<file path="src/rtl/fetch_sequencer_pkg.sv">
// Shared types and default constants for the instruction fetch sequencer.
package fetch_sequencer_pkg;

    localparam int          DEF_ADDR_W     = 16;
    localparam logic [3:0]  DEF_HLT_OPCODE = 4'hF;
    localparam logic [15:0] DEF_RESET_PC   = 16'h0000;

    typedef enum logic {
        ST_FETCH,
        ST_HALT
    } fetch_state_e;

endpackage

</file>
<file path="src/rtl/fetch_sequencer_if.sv">
// Instruction-memory request/ack bus between the fetch sequencer and imem.
interface fetch_sequencer_if
    import fetch_sequencer_pkg::*;
#(
    parameter int ADDR_W = DEF_ADDR_W
);

    logic              req;
    logic [ADDR_W-1:0] addr;
    logic              ack;
    logic [15:0]       data;

    modport master (output req, output addr, input ack, input data);
    modport slave  (input req, input addr, output ack, output data);

endinterface

</file>
<file path="src/rtl/fetch_sequencer_pc_incr.sv">
// Modulo-2^W "+2" incrementer used for the next PC and the branch-target base.
module fetch_sequencer_pc_incr #(
    parameter int W = 16
) (
    input  logic [W-1:0] a,
    output logic [W-1:0] y
);

    // Carry out of the MSB is dropped: 16'hFFFE wraps to 16'h0000.
    assign y = a + W'(2);

endmodule

</file>
<file path="src/rtl/fetch_sequencer.sv">
// Owns the architectural PC, issues fetches to imem and holds one fetched
// instruction for decode, with stall, redirect flush and HLT detection.
module fetch_sequencer
    import fetch_sequencer_pkg::*;
#(
    parameter int                ADDR_W     = DEF_ADDR_W,
    parameter logic [ADDR_W-1:0] RESET_PC   = ADDR_W'(DEF_RESET_PC),
    parameter logic [3:0]        HLT_OPCODE = DEF_HLT_OPCODE
) (
    input  logic               clk,
    input  logic               rst_n,
    input  logic               stall,
    input  logic               redirect_valid,
    input  logic [ADDR_W-1:0]  redirect_pc,
    fetch_sequencer_if.master  imem,
    output logic               if_valid,
    output logic [15:0]        if_instr,
    output logic [ADDR_W-1:0]  if_pc,
    output logic [ADDR_W-1:0]  if_pc_plus2,
    output logic               halted
);

    fetch_state_e      state_q, state_d;
    logic [ADDR_W-1:0] pc;
    logic [ADDR_W-1:0] pc_plus2;
    logic              bubble;
    logic              consume;
    logic              take_ack;
    logic              take_halt;

    fetch_sequencer_pc_incr #(.W(ADDR_W)) u_pc_incr    (.a(pc),    .y(pc_plus2));
    fetch_sequencer_pc_incr #(.W(ADDR_W)) u_if_pc_incr (.a(if_pc), .y(if_pc_plus2));

    assign consume = if_valid & ~stall;

    // Gating with rst_n keeps the request low in the reset cycle itself.
    assign imem.req  = rst_n & (state_q == ST_FETCH) & ~bubble & ~redirect_valid
                     & (~if_valid | ~stall);
    assign imem.addr = pc;

    // An ack with req low (e.g. a late reply to an aborted fetch) is ignored.
    assign take_ack  = imem.req & imem.ack;
    assign take_halt = (state_q == ST_FETCH) & consume & ~redirect_valid
                     & (if_instr[15:12] == HLT_OPCODE);

    assign halted = (state_q == ST_HALT);

    // NOTE: every variable written in always_comb gets a default first so no latch is inferred.
    always_comb begin
        state_d = state_q;
        if (take_halt) begin
            state_d = ST_HALT;
        end
    end

    // NOTE: sequential state uses non-blocking assignments so all registers update together.
    always_ff @(posedge clk) begin
        if (!rst_n) begin
            state_q <= ST_FETCH;
        end else begin
            state_q <= state_d;
        end
    end

    // Priority inside FETCH: redirect > halt > ack > consume. HALT freezes everything.
    always_ff @(posedge clk) begin
        if (!rst_n) begin
            pc       <= RESET_PC;
            bubble   <= 1'b0;
            if_valid <= 1'b0;
            if_instr <= '0;
            if_pc    <= '0;
        end else if (state_q == ST_FETCH) begin
            bubble <= 1'b0;
            if (redirect_valid) begin
                pc       <= redirect_pc & ~ADDR_W'(1);
                if_valid <= 1'b0;
                bubble   <= 1'b1;
            end else if (take_halt) begin
                // pc already points at HLT+2; any same-cycle ack is dropped.
                if_valid <= 1'b0;
            end else if (take_ack) begin
                if_instr <= imem.data;
                if_pc    <= pc;
                if_valid <= 1'b1;
                pc       <= pc_plus2;
            end else if (consume) begin
                if_valid <= 1'b0;
            end
        end
    end

endmodule

</file>
<file path="src/flat_wrapper.sv">
// flat-port wrapper written by rule: the top's interface ports become plain ports
module fetch_sequencer_flat import fetch_sequencer_pkg::*;
#(
    parameter int                ADDR_W     = DEF_ADDR_W,
    parameter logic [ADDR_W-1:0] RESET_PC   = ADDR_W'(DEF_RESET_PC),
    parameter logic [3:0]        HLT_OPCODE = DEF_HLT_OPCODE
)
  (clk, rst_n, stall, redirect_valid, redirect_pc, if_valid, if_instr, if_pc, if_pc_plus2, halted, imem_req, imem_addr, imem_ack, imem_data);
  fetch_sequencer_if #(.ADDR_W(ADDR_W)) imem_i ();
  input  logic clk;
  input  logic rst_n;
  input  logic stall;
  input  logic redirect_valid;
  input  logic [ADDR_W-1:0] redirect_pc;
  output logic if_valid;
  output logic [15:0] if_instr;
  output logic [ADDR_W-1:0] if_pc;
  output logic [ADDR_W-1:0] if_pc_plus2;
  output logic halted;
  output wire logic [$bits(imem_i.req)-1:0] imem_req;
  output wire logic [$bits(imem_i.addr)-1:0] imem_addr;
  input wire logic [$bits(imem_i.ack)-1:0] imem_ack;
  input wire logic [$bits(imem_i.data)-1:0] imem_data;
  assign imem_req = imem_i.req;
  assign imem_addr = imem_i.addr;
  assign imem_i.ack = imem_ack;
  assign imem_i.data = imem_data;
  fetch_sequencer #(.ADDR_W(ADDR_W), .RESET_PC(RESET_PC), .HLT_OPCODE(HLT_OPCODE)) u_core (.clk(clk), .rst_n(rst_n), .stall(stall), .redirect_valid(redirect_valid), .redirect_pc(redirect_pc), .imem(imem_i), .if_valid(if_valid), .if_instr(if_instr), .if_pc(if_pc), .if_pc_plus2(if_pc_plus2), .halted(halted));
endmodule
</file>
<file path="config.mk">
export PLATFORM = sky130hd
export DESIGN_NAME = fetch_sequencer_flat
export DESIGN_NICKNAME = d
export VERILOG_FILES = /design/src/rtl/fetch_sequencer_pkg.sv /design/src/rtl/fetch_sequencer_if.sv /design/src/rtl/fetch_sequencer_pc_incr.sv /design/src/rtl/fetch_sequencer.sv /design/src/flat_wrapper.sv
export SDC_FILE = /design/constraint.sdc
export NUM_CORES = 1
export LEC_CHECK = 0
export ABC_AREA = 1
export BUFFER_PORTS_ARGS = -buffer_cell sky130_fd_sc_hd__buf_2
export CORE_ASPECT_RATIO = 1.5
export CORE_UTILIZATION = 35
export DETAILED_ROUTE_END_ITERATION = 10
export MAX_ROUTING_LAYER = met4
export SYNTH_ARGS = -nofsm -noshare
export SYNTH_HDL_FRONTEND = slang
export SYNTH_SLANG_ARGS = --single-unit
</file>
<file path="constraint.sdc">
create_clock -name clk -period 3.2 [get_ports clk]
set_input_delay 0.8 -clock clk [delete_from_list [all_inputs] [get_ports clk]]
set_output_delay 0.8 -clock clk [all_outputs]
set_load 0.01 [all_outputs]
</file>
=== Yosys cells after proc, flatten, opt, wreduce, memory -nomap -nowiden ===
Index checks and enable logic that the tools add are counted.

* Word-level logic and storage cells: 39
* Input port bits: 37
* Register bits after elaboration: 51

* Add/sub/neg operators: 2
* Bitwise gates (word level): 16
* Muxes and demuxes: 8
* Reduce and logical (&&, ||, !) cells: 5
* Eq/ne operators: 2

{| class="wikitable"
|+ Operators with widths
! kind !! number
|-
| $mux 16 || 3
|-
| $add 16x2->16 const B || 2
|-
| $and 1x1->1 || 9
|-
| $not 1->1 || 6
|-
| $mux 1 || 5
|-
| $eq 4x4->1 const B || 1
|-
| $reduce_and 4->1 || 1
|-
| $reduce_bool 4->1 || 1
|-
| $reduce_and 3->1 || 1
|-
| $ne 2x2->1 const B || 1
|-
| $reduce_and 2->1 || 1
|-
| $reduce_bool 2->1 || 1
|-
| $or 1x1->1 || 1
|}

=== Depth between registers and ports, before layout ===
Gate-level depths: netlist of run 1.

* Depth after elaboration: 9
* Gate-level depth with buffers: 10

=== Cells and area by module ===
From an unflattened synthesis of run 1, not the netlist that was laid out.

* Cells, all modules: 427
* Area total of the unflattened synthesis: 2892.8 sq um

{| class="wikitable"
|+ Modules (own cells, without submodules)
! module !! instances !! seq. area each (sq um) !! area an instance (sq um) !! cells each
|-
| fetch_sequencer || 1 || 1021.0 || 2154.6 || 285
|-
| fetch_sequencer_pc_incr || 2 || 0.0 || 369.1 || 71
|}

=== Worst setup path before layout of run 1 ===
No wires, ideal clock.

* Path kind: reg2out
* Start point: register u_core.if_pc[1]
* End point: output if_pc_plus2[13]
* Path buffers: 0
* Setup slack: 1.003 ns
* Cell stages (with the launch flop): 11
* Arrival time: 1.397 ns
* Path through: dfxtp_1 -> ha_1 -> nand2_1 -> inv_1 -> nand2_1 -> nor2_1 -> nand3_1 -> nor2_1 -> nand2_1 -> nand2_1 -> nand2_1

* Longest elaborated chain between the ends: 1

{| class="wikitable"
|+ Ends and longest elaborated chain
! element !! RTL line !! RTL
|-
| from (decl) || fetch_sequencer.sv:18 || <nowiki>output logic [ADDR_W-1:0] if_pc,</nowiki>
|-
| from (signal assigned) || fetch_sequencer.sv:84 || <nowiki>if_pc <= pc;</nowiki>
|-
| $add 16x2->16 || fetch_sequencer_pc_incr.sv:10 || <nowiki>assign y = a + W'(2);</nowiki>
|-
| to (decl) || flat_wrapper.sv:18 || <nowiki>output logic [ADDR_W-1:0] if_pc_plus2;</nowiki>
|}

Every way passes these cells.

=== Worst setup path after layout of run 1 ===
Ends and elaborated chain as after synthesis.

==> results.md, run 1 <==
* Hold Path Class: reg2reg
* Cell taking the most area after synthesis: dfxtp_1
* WS Path Type: reg2out
* # Post-CTS Setup Buffers at 0
* DR vias at 2627
* CTS resizes at 0
* CP required at around 2.4 ns
* CP Launch Type: flop
* Post-synth top area share at 38.2%
* Sink Count at 49
* Fin. Hold Viols at 0
* CP Buf/Inv Count at 2
* RSZ-0062 raised after global routing: false
* Synth Cell Area at between 0.002 and 0.003 mm^2
* Slew HR at 54.6%
* Critical Path AT at between 1.5 and 2 ns
* Commonest non-fill, non-tap cell in the layout: buf_2
* Setup TNS at 0 ns
* CTS Buffer Depth at 2
* Placer congestion estimate at just over 0.8
* Routed WL at 6470 um
* Die ar. at just under 0.008 mm^2
* DRC at 0
* Slew Limit Fails at 0
* Synth top area cells: dfxtp_1, nand2_1, nor2_1
* Cell Chain, Critical Path: ha_1, nand2_1, inv_1, nand2_1, nor2_1, nand3_1, nor2_1, nand2_1, nand2_1, nand2_1, buf_2
* CTS tree: yes
* DR pass1 iterations at 4
* Row count at 37
* Post-synthesis cell count at between 300 and 400
* Top cell family by delay on the critical path: simple AND/OR/NAND/NOR gates
* Vias in the first global route at around 2400
* Final setup viols at 0
* CP peak stage delay at between 0.3 and 0.4 ns
* Tcrit/Tclk final at a little under nine tenths
* Most frequent cells in the layout: buf_2, nand2_1, nor2_1, dfxtp_1, inv_1
* Hpwl dp at 4900 um
* Worst setup EP type: output pin
* Die Span Y at roughly 110 um
* Post-route minimum period at 2.73 ns
* Root Driver: clkbuf_8
* Power, Total at 0.00125 W
* ANT cells at 0
* Max Fclk at approximately 0.37 GHz
* Via density at 4.63
* Area Growth Syn to Fin at 24.1%
* CTS Hold Buffers Added at 0
* Routed WL per cell at around 11 um
* Share of cells above drive strength 1 at 26.8%
* IO Pins at around 100
* Worst Max-Slew Pin Slew at 0.681 ns
* Clk_skew at 0.00552 ns
* Total grt overflow at 0
* # H-tree levels at 2
* ANT nets after route at 0
* First-pass GRT wire length at 10800 um
* Final net count at 509
* Largest net degree at the start of global routing at 41
* CP max stage cell: dfxtp_1
* Post-synth cell types at 31
* Inserted Clock Buffers at 5
* Yosys reg bits at slightly below 50
* Die span in x at 71.9 um
* Most frequent CP cell: nand2_1
* Pleak at 1.56 nW
* Port Buf Inserts at ~100
* Initial core utilization at between 30 and 40%
* Power per Cell Area at 393 mW/mm^2
* Max Cap Viol at 0
* Ys Warns at 0
* Status: completed
* Avg Cell Area, Syn at 6.79 um^2
* Clk pin slew, worst setup/hold paths at 0.09 ns
* Initial drt markers at 156
* Largest fanout on the critical path at 5
* Initial antenna violation count at 0
* Maximum VDD drop at 0.000223 V
* Sequential share of the synthesized area at a little under two fifths
* GRT Overall Usage at 17.9%
* Core ar. at roughly 0.0070 mm^2
* Clk_lat worst skew at 0.30 ns
==> final timing paths <==
path                                 startpoint                 end  slack [ns]  depth (start not counted)
worst max-delay path            u_core.if_pc[1]     if_pc_plus2[13]        0.47                         11
worst min-delay path              u_core.bubble       u_core.bubble        0.47                          2
worst max register to register    u_core.halted  u_core.if_instr[0]        1.47                          6
worst min register to register    u_core.bubble       u_core.bubble        0.47                          2
==> area by class of cell <==
class / instances / area, um^2
Fill cell: 757 / 3810
Clock inverter: 2 / 10.0
Inverter: 35 / 131
Timing Repair Buffer: 102 / 531
Tap cell: 97 / 121
Sequential cell: 49 / 981
Clock buffer: 6 / 72.6
Multi-Input combinational cell: 277 / 1340
==> metrics by stage <==
stage / util (%) / std cells / cell area [um^2] / hold WS [ns] / setup slack (ns)
3_3_place_gp: 44.4 / 560 / 3100 / 0.447 / 0.753
4_1_cts: 45.6 / 568 / 3180 / 0.472 / 0.422
5_1_grt: 45.6 / 568 / 3180 / 0.506 / 0.155
3_5_place_dp: 44.4 / 560 / 3100 / 0.459 / 0.729
2_1_floorplan: - / 380 / 2570 / 0.437 / 1.00
6_report: 45.6 / 568 / 3180 / 0.471 / 0.472
==> layer usage <==
layer / vias to the layer above / share of wire (%) / GRT usage (%)
met5: - / 0 / -
met4: 0 / 1.0 / 5.04
met3: 5 / 3.5 / 2.35
met2: 64 / 51 / 32.3
met1: 1157 / 44 / 20.4
li1: 1401 / - / -
==> flip-flops by register name, indices dropped and copies added (netlist names) <==
signal and cells:
u_core.halted 1, u_core.if_instr 16, u_core.if_pc 15, u_core.if_valid 1
u_core.bubble 1, u_core.imem.addr 15
==> tightest hold or removal path, delay by kind of cell, from the launching register on <==
family / cells / cell delay, ns
flops: 1 / 0.32
simple gates: 1 / 0.05
compound gates: 1 / 0.05
==> cells by family after synthesis <==
| logic type | count (synthesis) | synth area share [%] |
|---|---|---|
| AO/OA/AOI/OAI | 82 | 17.4 |
| XOR/XNOR | 9 | 3.07 |
| adder cells (fa/ha/maj) | 2 | 0.975 |
| buffers and inverters | 54 | 10.1 |
| flip-flops | 49 | 38.2 |
| other | 1 | 0.146 |
| AND/OR/NAND/NOR | 181 | 30.0 |
==> Yosys cell counts, drive strengths merged <==
| library cell | count |
|---|---|
| nand2 | 74 |
| dfxtp | 49 |
| and3 | 1 |
| nor3b | 1 |
| nand3 | 24 |
| nand4 | 8 |
| xnor2 | 3 |
| nand3b | 2 |
| buf | 15 |
| ha | 2 |
| xor2 | 6 |
| o21ai | 45 |
| inv | 34 |
| nor2 | 70 |
| a31oi | 2 |
| clkbuf | 4 |
| conb | 1 |
| a21oi | 35 |
| clkinv | 1 |
| nor3 | 1 |
==> power breakdown <==
| group | internal (W) | switching (W) |
|---|---|---|
| logic | 0.0000884 | 0.000129 |
| clock network | 0.000152 | 0.000203 |
| registers | 0.000644 | 0.0000351 |
| total | 0.000884 | 0.000367 |
Power figures use the tool's default switching activity.
==> run 2: changes to the inputs <==
- CORE_UTILIZATION: 35 -> 50
- PLACE_DENSITY: not set -> 0.82
- SKIP_CTS_REPAIR_TIMING: not set -> 1
- SLEW_MARGIN: not set -> 25
==> run 2 against run 1 <==
Effect of this change: highest routed layer unchanged; non-clock buffer count decreased by 1; count of clock-buffer cells in the layout shrank 1; global-route usage increased by 6.5 points; critical path type unchanged; largest power group unchanged.
==> results.md, run 2 (synthesis gave the netlist of run 1 again) <==
* Status: completed
* Clk_lat worst skew at around 0.30 ns
* Port Buf Inserts at between 90 and 100
* Final net count at around 510
* CP Launch Type: flop
* Pleak at 1.57 nW
* Core ar. at around 0.0049 mm^2
* Largest Register: u_core.if_instr
* DR pass1 iterations at 4
* Hold Path Class: reg2reg
* CP endpoint: if_pc_plus2[13]
* Slew Limit Fails at 0
* Area Growth Syn to Fin at 24.3%
* IO Pins at 104
* Row count at 31
* Via density at 5.10
* Post-route minimum period at 2.74 ns
* Post-route setup slack at 0.459 ns
* Final setup viols at 0
* FILL cells at 475
* Share of cells above drive strength 1 at 26.8%
* Tcrit/Tclk final at 85.7%
* Total grt overflow at 0
* Slew HR at 56.9%
* Worst r2r path cells at 8
* CTS tree: yes
* Die Span Y at 89.7 um
* Inserted Clock Buffers at 5
* Max Cap Viol at 0
* Power per Cell Area at between 400 and 500 mW/mm^2
* Max reg flops at 16
* Initial drt markers at 70
* RSZ-0062 raised after global routing: false
* Largest fanout on the critical path at 5
* Critical Path AT at 1.94 ns
* Die span in x at slightly above 60 um
* First-pass GRT wire length at 10200 um
* Placer congestion estimate at 0.929
* DRC at 0
* Initial antenna violation count at 0
* Setup TNS at 0 ns
* ANT cells at 0
* Largest net degree at the start of global routing at 41
* WS Path Type: reg2out
* R2R Path End: u_core.imem.addr[9]
* Max Fclk at 0.365 GHz
* Maximum VDD drop at 0.000315 V
* Worst setup EP type: output pin
* Sink Count at 49
* Reg2reg start: u_core.imem.addr[1]
* Routed WL per cell at 11.6 um
* Most frequent cells in the layout: buf_2, nand2_1, nor2_1, dfxtp_1, inv_1
* Flop2flop setup slack at ~1.4 ns
* CTS Buffer Depth at 2
* ANT nets after route at 0
* # H-tree levels at 2
* CP required at 2.40 ns
* Routed WL at 6230 um
* Initial core utilization at 52.5%
* Fin. Hold Viols at 0
* Worst Setup SP: u_core.if_pc[1]
* Clk_skew at roughly 0.005 ns
* Hpwl dp at 4690 um
* GRT Overall Usage at 24.4%
* Vias in the first global route at 2361
* Worst Max-Slew Pin Slew at 0.646 ns
* Clk pin slew, worst setup/hold paths at about 0.080 ns
* Commonest non-fill, non-tap cell in the layout: buf_2
* Power, Total at 0.00140 W
* Pre-CTS setup slack at 0.744 ns
* DR vias at 2735
* Root Driver: clkbuf_8
* Die ar. at around 0.0054 mm^2
==> run 2: cell count changes in the layout (fill, tap and decap cells not counted), sizes merged <==
cell	change
buf	-1
bufinv	+2
clkbuf	-1
clkinv	-1
==> run 2: stage by stage <==
stage	hold WS, ns	cells	util, %	cell area, um^2
floorplan	0.437	380	-	2570
global placement	0.445	528	62.5	3060
CTS	0.471	536	65.3	3190
detailed placement	0.459	528	62.5	3060
finish	0.470	536	65.3	3190
global route	0.488	536	65.3	3190
==> run 2: worst min-delay path by stage <==
stage | depth (start not counted) | end | from
after global routing | 2 | u_core.bubble | u_core.bubble
after floorplan | 2 | u_core.bubble | u_core.bubble
final | 2 | u_core.bubble | u_core.bubble
after detailed placement | 2 | u_core.bubble | u_core.bubble
after global placement | 2 | u_core.bubble | u_core.bubble
after CTS | 2 | u_core.bubble | u_core.bubble
==> run 2: power by group <==
| part | internal [W] | leakage [nW] | total, W | switching, W |
|---|---|---|---|---|
| Sequential | 0.000643 | 0.401 | 0.000680 | 0.0000363 |
| Clock | 0.000310 | 0.0681 | 0.000507 | 0.000196 |
| Combinational | 0.0000876 | 1.10 | 0.000217 | 0.000129 |
==> run 2: area by class of cell <==
type / count / area (um^2) / share of cell area (%)
timing repair buffer: 101 / 523 / 16.4
tap: 66 / 82.6 / 2.59
multi-input combinational: 277 / 1340 / 41.9
clock inverter: 3 / 65.1 / 2.04
clock buffer: 5 / 68.8 / 2.16
sequential: 49 / 981 / 30.8
inverter: 35 / 131 / 4.12
==> run 2: critical path, stage by stage, from the launching register on <==
cell	delay, ns
dfxtp_1	0.40
ha_1	0.19
nand2_1	0.07
inv_1	0.10
nand2_1	0.06
nor2_1	0.24
nand3_1	0.15
nor2_1	0.15
nand2_1	0.06
nand2_1	0.05
nand2_1	0.05
buf_2	0.13
==> run 2: metal layers <==
metal	vias to the layer above	wire, um	global-route usage, %
met5	-	0	-
met3	12	290	3.88
li1	1401	-	-
met2	88	3280	42.6
met1	1234	2540	27.1
met4	0	108	7.95
